[config.mk]
export PLATFORM = sky130hd
export DESIGN_NAME = multi_cycle_ctrl
export DESIGN_NICKNAME = d
export VERILOG_FILES = /design/src/rtl/ctrl_pkg.sv /design/src/rtl/ctrl_decode.sv /design/src/rtl/multi_cycle_ctrl.sv
export SDC_FILE = /design/constraint.sdc
export NUM_CORES = 1
export LEC_CHECK = 0
export CAP_MARGIN = 20
export CORE_ASPECT_RATIO = 0.9
export CORE_MARGIN = 3
export CORE_UTILIZATION = 38
export DETAILED_ROUTE_END_ITERATION = 16
export DONT_BUFFER_PORTS = 1
export PLACE_DENSITY_LB_ADDON = 0.12
export SLEW_MARGIN = 20
export SYNTH_ARGS = -nofsm -noshare
export SYNTH_HDL_FRONTEND = slang
export SYNTH_SLANG_ARGS = --single-unit
[constraint.sdc]
create_clock -name CLK -period 2.82 [get_ports CLK]
set_input_delay 0.705 -clock CLK [delete_from_list [all_inputs] [get_ports CLK]]
set_output_delay 0.705 -clock CLK [all_outputs]
set_load 0.005 [all_outputs]
[src/rtl/ctrl_pkg.sv]
// rtl/ctrl_pkg.sv - shared encodings for the multi-cycle CPU control unit
// Contents: FSM state encoding (IF = 0), opcode constants, ALUop constants,
// PCSrc encodings and the instruction class produced by ctrl_decode.
package ctrl_pkg;

    typedef enum logic [3:0] {
        ST_IF     = 4'd0,
        ST_ID     = 4'd1,
        ST_EXE_AL = 4'd2,
        ST_EXE_BR = 4'd3,
        ST_EXE_LS = 4'd4,
        ST_MEM_RD = 4'd5,
        ST_MEM_WR = 4'd6,
        ST_WB_AL  = 4'd7,
        ST_WB_LD  = 4'd8,
        ST_HALT   = 4'd9
    } ctrlState;

    typedef enum logic [3:0] {
        CLS_R_ALU   = 4'd0,
        CLS_I_ALU   = 4'd1,
        CLS_SHIFT   = 4'd2,
        CLS_BRANCH  = 4'd3,
        CLS_LOAD    = 4'd4,
        CLS_STORE   = 4'd5,
        CLS_JUMP    = 4'd6,
        CLS_HALT    = 4'd7,
        CLS_ILLEGAL = 4'd8
    } instrClass;

    localparam logic [5:0] OP_ADD   = 6'b000000;
    localparam logic [5:0] OP_SUB   = 6'b000001;
    localparam logic [5:0] OP_ADDIU = 6'b000010;
    localparam logic [5:0] OP_ANDI  = 6'b010000;
    localparam logic [5:0] OP_AND   = 6'b010001;
    localparam logic [5:0] OP_ORI   = 6'b010010;
    localparam logic [5:0] OP_OR    = 6'b010011;
    localparam logic [5:0] OP_SLL   = 6'b011000;
    localparam logic [5:0] OP_SLTI  = 6'b011100;
    localparam logic [5:0] OP_SW    = 6'b100110;
    localparam logic [5:0] OP_LW    = 6'b100111;
    localparam logic [5:0] OP_BEQ   = 6'b110000;
    localparam logic [5:0] OP_BNE   = 6'b110001;
    localparam logic [5:0] OP_J     = 6'b111000;
    localparam logic [5:0] OP_HALT  = 6'b111111;

    localparam logic [2:0] ALU_ADD  = 3'b000;
    localparam logic [2:0] ALU_SUB  = 3'b001;
    localparam logic [2:0] ALU_SLL  = 3'b010;
    localparam logic [2:0] ALU_OR   = 3'b011;
    localparam logic [2:0] ALU_AND  = 3'b100;
    localparam logic [2:0] ALU_SLTU = 3'b101;
    localparam logic [2:0] ALU_SLT  = 3'b110;
    localparam logic [2:0] ALU_XNOR = 3'b111;

    localparam logic [1:0] PC_NEXT   = 2'b00;
    localparam logic [1:0] PC_BRANCH = 2'b01;
    localparam logic [1:0] PC_JUMP   = 2'b10;

endpackage

[src/rtl/ctrl_decode.sv]
// rtl/ctrl_decode.sv - combinational opcode decoder for the control FSM
// Ports: op (in, OP_W) opcode; iClass (out) instruction class;
//        aluOp (out, 3) ALU operation; extSel (out) 1 = sign-extend;
//        branchNe (out) 1 = bne, branch taken on zero = 0.
module ctrl_decode
    import ctrl_pkg::*;
#(
    parameter int OP_W = 6
) (
    input  logic [OP_W-1:0] op,
    output instrClass       iClass,
    output logic [2:0]      aluOp,
    output logic            extSel,
    output logic            branchNe
);

    always_comb begin
        iClass   = CLS_ILLEGAL;
        aluOp    = ALU_ADD;
        extSel   = 1'b0;
        branchNe = 1'b0;
        case (op)
            OP_W'(OP_ADD):   begin iClass = CLS_R_ALU; aluOp = ALU_ADD; end
            OP_W'(OP_SUB):   begin iClass = CLS_R_ALU; aluOp = ALU_SUB; end
            OP_W'(OP_ADDIU): begin iClass = CLS_I_ALU; aluOp = ALU_ADD; extSel = 1'b1; end
            OP_W'(OP_ANDI):  begin iClass = CLS_I_ALU; aluOp = ALU_AND; end
            OP_W'(OP_AND):   begin iClass = CLS_R_ALU; aluOp = ALU_AND; end
            OP_W'(OP_ORI):   begin iClass = CLS_I_ALU; aluOp = ALU_OR;  end
            OP_W'(OP_OR):    begin iClass = CLS_R_ALU; aluOp = ALU_OR;  end
            OP_W'(OP_SLL):   begin iClass = CLS_SHIFT; aluOp = ALU_SLL; end
            OP_W'(OP_SLTI):  begin iClass = CLS_I_ALU; aluOp = ALU_SLT; extSel = 1'b1; end
            OP_W'(OP_SW):    begin iClass = CLS_STORE; extSel = 1'b1; end
            OP_W'(OP_LW):    begin iClass = CLS_LOAD;  extSel = 1'b1; end
            OP_W'(OP_BEQ):   begin iClass = CLS_BRANCH; aluOp = ALU_SUB; extSel = 1'b1; end
            OP_W'(OP_BNE):   begin iClass = CLS_BRANCH; aluOp = ALU_SUB; extSel = 1'b1; branchNe = 1'b1; end
            OP_W'(OP_J):     iClass = CLS_JUMP;
            OP_W'(OP_HALT):  iClass = CLS_HALT;
            default:         iClass = CLS_ILLEGAL;
        endcase
    end

endmodule

[src/rtl/multi_cycle_ctrl.sv]
// rtl/multi_cycle_ctrl.sv - multi-cycle CPU control FSM (IF/ID/EXE/MEM/WB)
// Ports: CLK, Reset (sync, active-high); Op opcode; zero ALU flag;
//        MemReady memory handshake; PCWre, IRWre, ALUSrcA, ALUSrcB, ALUop,
//        ExtSel, RegWre, RegDst, DBDataSrc, mRD, mWR, PCSrc datapath controls;
//        Halted core stopped; State debug; IllegalOp (CTRL_ILLEGAL_TRAP_EN only).
// Macro CTRL_ILLEGAL_TRAP_EN: undefined opcodes halt the core instead of
// retiring as a NOP.
module multi_cycle_ctrl
    import ctrl_pkg::*;
#(
    parameter int OP_W = 6
) (
    input  logic            CLK,
    input  logic            Reset,
    input  logic [OP_W-1:0] Op,
    input  logic            zero,
    input  logic            MemReady,
    output logic            PCWre,
    output logic            IRWre,
    output logic            ALUSrcA,
    output logic            ALUSrcB,
    output logic [2:0]      ALUop,
    output logic            ExtSel,
    output logic            RegWre,
    output logic            RegDst,
    output logic            DBDataSrc,
    output logic            mRD,
    output logic            mWR,
    output logic [1:0]      PCSrc,
    output logic            Halted,
    output logic [3:0]      State
`ifdef CTRL_ILLEGAL_TRAP_EN
    ,
    output logic            IllegalOp
`endif
);

    ctrlState  state;
    ctrlState  nextState;
    instrClass iClass;
    logic [2:0] decAluOp;
    logic       decExtSel;
    logic       branchNe;

    ctrl_decode #(.OP_W(OP_W)) uDecode (
        .op       (Op),
        .iClass   (iClass),
        .aluOp    (decAluOp),
        .extSel   (decExtSel),
        .branchNe (branchNe)
    );

    always_ff @(posedge CLK) begin
        if (Reset) begin
            state <= ST_IF;
        end else begin
            state <= nextState;
        end
    end

    assign State = state;

    always_comb begin
        nextState = state;
        PCWre     = 1'b0;
        IRWre     = 1'b0;
        ALUSrcA   = 1'b0;
        ALUSrcB   = 1'b0;
        ALUop     = ALU_ADD;
        ExtSel    = 1'b0;
        RegWre    = 1'b0;
        RegDst    = 1'b0;
        DBDataSrc = 1'b0;
        mRD       = 1'b0;
        mWR       = 1'b0;
        PCSrc     = PC_NEXT;
        Halted    = 1'b0;
`ifdef CTRL_ILLEGAL_TRAP_EN
        IllegalOp = 1'b0;
`endif
        case (state)
            ST_IF: begin
                IRWre     = 1'b1;
                nextState = ST_ID;
            end
            ST_ID: begin
                case (iClass)
                    CLS_R_ALU, CLS_I_ALU, CLS_SHIFT: nextState = ST_EXE_AL;
                    CLS_BRANCH:                      nextState = ST_EXE_BR;
                    CLS_LOAD, CLS_STORE:             nextState = ST_EXE_LS;
                    CLS_JUMP: begin
                        // Jumps retire here, so this is their only PC load.
                        PCWre     = 1'b1;
                        PCSrc     = PC_JUMP;
                        nextState = ST_IF;
                    end
                    CLS_HALT:                        nextState = ST_HALT;
                    default: begin
`ifdef CTRL_ILLEGAL_TRAP_EN
                        IllegalOp = 1'b1;
                        nextState = ST_HALT;
`else
                        PCWre     = 1'b1;
                        PCSrc     = PC_NEXT;
                        nextState = ST_IF;
`endif
                    end
                endcase
            end
            // WB_AL keeps the EXE_AL ALU controls so the result stays valid
            // while it is written back.
            ST_EXE_AL, ST_WB_AL: begin
                ALUop   = decAluOp;
                ExtSel  = decExtSel;
                ALUSrcA = (iClass == CLS_SHIFT);
                ALUSrcB = (iClass == CLS_I_ALU);
                if (state == ST_WB_AL) begin
                    RegWre    = 1'b1;
                    RegDst    = (iClass == CLS_R_ALU) || (iClass == CLS_SHIFT);
                    PCWre     = 1'b1;
                    nextState = ST_IF;
                end else begin
                    nextState = ST_WB_AL;
                end
            end
            ST_EXE_BR: begin
                ALUop  = ALU_SUB;
                ExtSel = 1'b1;
                PCWre  = 1'b1;
                // beq takes on zero = 1, bne on zero = 0.
                PCSrc     = (zero ^ branchNe) ? PC_BRANCH : PC_NEXT;
                nextState = ST_IF;
            end
            // Address computation stays driven through the memory access and
            // load writeback.
            ST_EXE_LS, ST_MEM_RD, ST_MEM_WR, ST_WB_LD: begin
                ALUop   = ALU_ADD;
                ALUSrcB = 1'b1;
                ExtSel  = 1'b1;
                case (state)
                    ST_EXE_LS: nextState = (iClass == CLS_LOAD) ? ST_MEM_RD : ST_MEM_WR;
                    ST_MEM_RD: begin
                        mRD = 1'b1;
                        if (MemReady) begin
                            nextState = ST_WB_LD;
                        end
                    end
                    ST_MEM_WR: begin
                        mWR = 1'b1;
                        if (MemReady) begin
                            PCWre     = 1'b1;
                            nextState = ST_IF;
                        end
                    end
                    default: begin
                        RegWre    = 1'b1;
                        DBDataSrc = 1'b1;
                        PCWre     = 1'b1;
                        nextState = ST_IF;
                    end
                endcase
            end
            ST_HALT: begin
                Halted = 1'b1;
            end
            default: nextState = ST_IF;
        endcase
    end

endmodule

# Yosys cells after proc, flatten, opt, wreduce, memory -nomap -nowiden
# Index checks and enable logic that the tools add are counted.
totals:
  reg_bits: 4
  latch_bits: 0
  ramBits: 0
  rom_bits: 0
  in_bits: 10
  out_inout_bits: 20
  mem_count: 0
classes:
  n_addsub: 0
  multipliers: 0
  div_mod_pow: 0
  magnitude_cmp: 0
  n_eq_ne: 32
  shift: 0
  mux: 34
  bitwise: 2
  n_reduce_logical: 20
ops:
  columns: ["operator", "n"]
  rows:
  - ["$eq A6 B5 Y1 const B", 6]
  - ["$eq A6 B6 Y1 const B", 6]
  - ["$eq A4 B3 Y1 const B", 8]
  - ["$pmux W4 S8", 1]
  - ["$pmux W4 S5", 1]
  - ["$mux W1", 17]
  - ["$eq A4 B2 Y1 const B", 4]
  - ["$pmux W4 S4", 1]
  - ["$pmux W3 S5", 1]
  - ["$pmux W4 S3", 1]
  - ["$reduce_or A2 Y1", 6]
  - ["$reduce_or A4 Y1", 3]
  - ["$reduce_or A3 Y1", 3]
  - ["$eq A4 B1 Y1 const B", 2]
  - ["$eq A4 B4 Y1 const B", 2]
  - ["$logic_not A4 Y1", 2]
  - ["$mux W4", 2]
  - ["$pmux W1 S2", 4]
  - ["$reduce_or A7 Y1", 1]
  - ["$eq A6 B1 Y1 const B", 1]
  - ["$eq A6 B2 Y1 const B", 1]
  - ["$logic_not A6 Y1", 1]
  - ["$ne A3 B3 Y1 const B", 2]
  - ["$pmux W3 S2", 1]
  - ["10 further kinds", 11]

# Longest topological paths before layout
depth:
  depth_word: 7
  mapped_depth: 6
  ltp_nobuf: 5

# Hierarchy
# From an unflattened synthesis, not the netlist that was laid out.
unflattened:
  cells_unflattened: 138
  area_unflattened_um2: 867.1
by_module_without_submodules:
  columns: ["module", "instances", "cells_per_inst", "area_per_inst_um2", "seq_area_each_um2"]
  rows:
  - ["multi_cycle_ctrl", 1, 81, 520.5, 80.1]
  - ["ctrl_decode", 1, 57, 346.6, 0.0]

# Worst setup path after synthesis
# No wires, ideal clock.
synth_path:
  path_type: "input-to-output"
  from: "input Op[5]"
  to: "output ALUSrcB"
  arrival_ns: 1.879
  required_ns: 2.115
  path_slack_ns: 0.236
  cell_stages: 5
  path_buffers: 1
  path_cell_list: "buf_6 > or3_4 > a211o_1 > and3_4 > o31ai_2"
synth_via:
  elab_chain_cells: 5
  word_cells_on_any_way: 21
synth_rtl:
  columns: ["item", "line", "source"]
  rows:
  - ["from (decl)", "multi_cycle_ctrl.sv:15", "input logic [OP_W-1:0] Op,"]
  - ["$eq A6 B2 Y1 (tied with other cells)", "ctrl_decode.sv:22", "case (op)"]
  - ["$reduce_or A4 Y1 (no source line) / $reduce_or A2 Y1 (equally long branches)", null, null]
  - ["$pmux W4 S8 *", "ctrl_decode.sv:22", null]
  - ["$eq A4 B1 Y1 *", "multi_cycle_ctrl.sv:116", "ALUSrcB = (iClass == CLS_I_ALU);"]
  - ["$pmux W1 S2 *", "multi_cycle_ctrl.sv:81", "case (state)"]
  - ["to (decl)", "multi_cycle_ctrl.sv:21", "output logic ALUSrcB,"]
# Every way passes the cells marked *; elsewhere a longest branch is shown, timed or not.

# Worst setup path in the final report
# Same ends and word-level chain as after synthesis.

==> qor.yml <==
yosys:
  synth.yosys.seq_area_share: 0.0920
  ys.flop_type: "dfxtp_1"
  synthArstFlopShare: 0
  synth_top_family_by_area: "simple AND/OR/NAND/NOR gates"
  syn_area_um2: 871
  ys_types: 41
  synth.avg_cell_area_um2: 6.27
  synthAdderAreaFrac: 0
  synth_xor_area_frac: 0.0302
  ys_ff_latch: 4
  synthCells: 139
  yosys.area_share.simple: 0.467
  synth_compound_gate_area_share: 0.310
  syn-num-nets: 149
  synth_edf_count: 0
  yosysWarnings: 0
  synth_mux_area_frac: 0.0115
cts:
  clk_pin_slew_worst_paths_ns: 0.04
  clk_path_buf_depth: 2
  numCtsBuffers: 3
  postCtsSetupRepairBufs: 0
  cts.sinks: 4
  clk_latency_ns: 0.23
  tritoncts: "yes"
  cts.htree.levels: 1
  cts_resized: 0
  clockRootBuffer: "clkbuf_4"
  postCtsHoldBufs: 0
grt:
  track_usage: 0.176
  grt_overflow_total: 0
  grt_antenna_before_repair: 0
  grt_pass1_vias: 856
  grt_pass1_wl_um: 4110
  grt_max_degree: 24
worst_setup_path:
  worstSetupStartpointType: "input pin"
  reg2reg_setup_slack_ns: 1.20
  crit_type: "in -> out"
  worstPathRequired_ns: 2.12
  critPathMaxFanout: 19
  arrival_ns: 1.83
  cp-end-kind: "output pin"
die:
  num_io_pins: 30
  core_um2: 2050
  die_w_um: 56.5
  start_util: 0.426
  fp.dieH_um: 51.4
  num_rows: 15
  die-area_um2: 2900
sta:
  period_needed_ns: 2.53
  fmax_mhz: 395
  fin_crit_sh: 0.899
  setup_viol: 0
  rsz0062_at_grt: "false"
  slew_headroom: 0.662
  hold_violations: 0
  finalSetupTns_ns: 0
  maxSlewViolCount: 0
  tightest_slew_ns: 0.504
  clock_skew_ns: 0.00408
cells_and_area:
  drive_gt1_frac: 0.0992
  n_antenna_cell: 0
  largest_reg_flops: 4
  final_area_um2: 877
  fillCellCount: 230
  final_net_count: 143
  regArea_um2: 80.1
  multi_input_area_um2: 713
  synthToLayoutAreaGrowth_pct: 0.718
min_path:
  hold_class: "in -> reg"
routing:
  drtIter0Drc: 35
  wl_um: 2570
  met1Wirelength_um: 1300
  post_drt_wl_per_cell_um: 16.5
  vias: 1033
  dr.pass1.iters: 5
  ant_nets: 0
  route.detailed.drc: 0
  dr_wl_met3_um: 174
  wl_met2_um: 1100
  drt-vias-per-instance: 6.62
  top_layer: "met3"
pwr:
  peakVddDrop_uv: 116
  leakage_nw: 0.290
  p_per_area_nw_per_um2: 280
  power_mw: 0.246
placed_design:
  place_area_um2: 855
  dp_hpwl_um: 1900
  port_buffers: 0
  place_congestion: 0.741
run:
  maxCapViolCount: 0
status:
  status: "complete, no violations"
through the flow:
stage	hold WS, ns	worst slack [ns]	util	cells
after detailed placement	0.777	0.283	0.418	153
after floorplan	0.684	0.236	-	139
after global placement	0.776	0.289	0.418	153
after global routing	0.520	0.0948	0.429	156
final	0.537	0.286	0.429	156
after CTS	0.535	0.281	0.429	156
cells in the mapped netlist, drive strengths merged, types with 3 or more instances:
master / n / area [um^2]
a21oi: 12 / 60.1
nand3: 11 / 55.1
o21ai: 11 / 55.1
nand2: 10 / 37.5
nor2: 10 / 37.5
nor3: 10 / 50.1
clkbuf: 9 / 33.8
nand2b: 7 / 43.8
a211oi: 4 / 30.0
buf: 4 / 28.8
dfxtp: 4 / 80.1
inv: 4 / 15.0
nand4: 4 / 25.0
and3: 3 / 23.8
nor2b: 3 / 18.8
or3: 3 / 23.8
logic make-up (layout without fill, tap and decap cells):
| logic type | count (synthesis) | after routing |
|---|---|---|
| buffers and inverters | 17 | 9 |
| and+or+nand+nor | 72 | 72 |
| xor gates and xnor gates | 3 | 3 |
| muxes | 1 | 1 |
| AOI/OAI and AO/OA | 42 | 42 |
| DFF | 4 | 4 |
path summary, 6_finish.rpt:
path,from,to,cells past startpoint
worst min-delay path,Reset,State[2]$_SDFFE_PP0P_,1
worst max register to register,State[0]$_SDFFE_PP0P_,State[3]$_SDFFE_PP0P_,4
worst min register to register,State[3]$_SDFFE_PP0P_,State[3]$_SDFFE_PP0P_,3
worst max-delay path,Op[5],ALUSrcB,4
cells in the final DEF, fill, tap and decap left out, types with 3 or more instances in the layout:
cell | synthesis | routed
a21oi_1 | 12 | 12
o21ai_0 | 11 | 11
nand3_1 | 11 | 11
nor3_1 | 10 | 10
nor2_1 | 10 | 10
nand2_1 | 10 | 10
nand2b_1 | 7 | 7
dfxtp_1 | 4 | 4
inv_1 | 4 | 4
nand4_1 | 4 | 4
a211oi_1 | 4 | 4
nor2b_1 | 3 | 3
clkbuf_4 | 0 | 3
routing by layer:
layer,GRT usage,up-vias
met5,0,-
met4,0.0474,0
met3,0.0379,0
met2,0.238,44
met1,0.271,487
li1,-,502
area by class of cell:
cell class,instances,area share
inverter,4,0.0171
sequential,4,0.0913
timing repair buffer,2,0.0171
multi-input combinational,118,0.813
tap,25,0.0357
clock buffer,3,0.0257
power by group:
part | switching, mW | internal [mW] | leakage (nW)
clock network | 0.0221 | 0.0475 | 0.0138
logic | 0.0560 | 0.0454 | 0.243
registers | 0.0131 | 0.0614 | 0.0327
total | 0.0912 | 0.154 | 0.290
critical path: stages:
cell     delay, ns
or3_4         0.37
a211o_1       0.29
and3_4        0.19
o31ai_2       0.28
No activity file was read; power rests on OpenSTA's default activity.
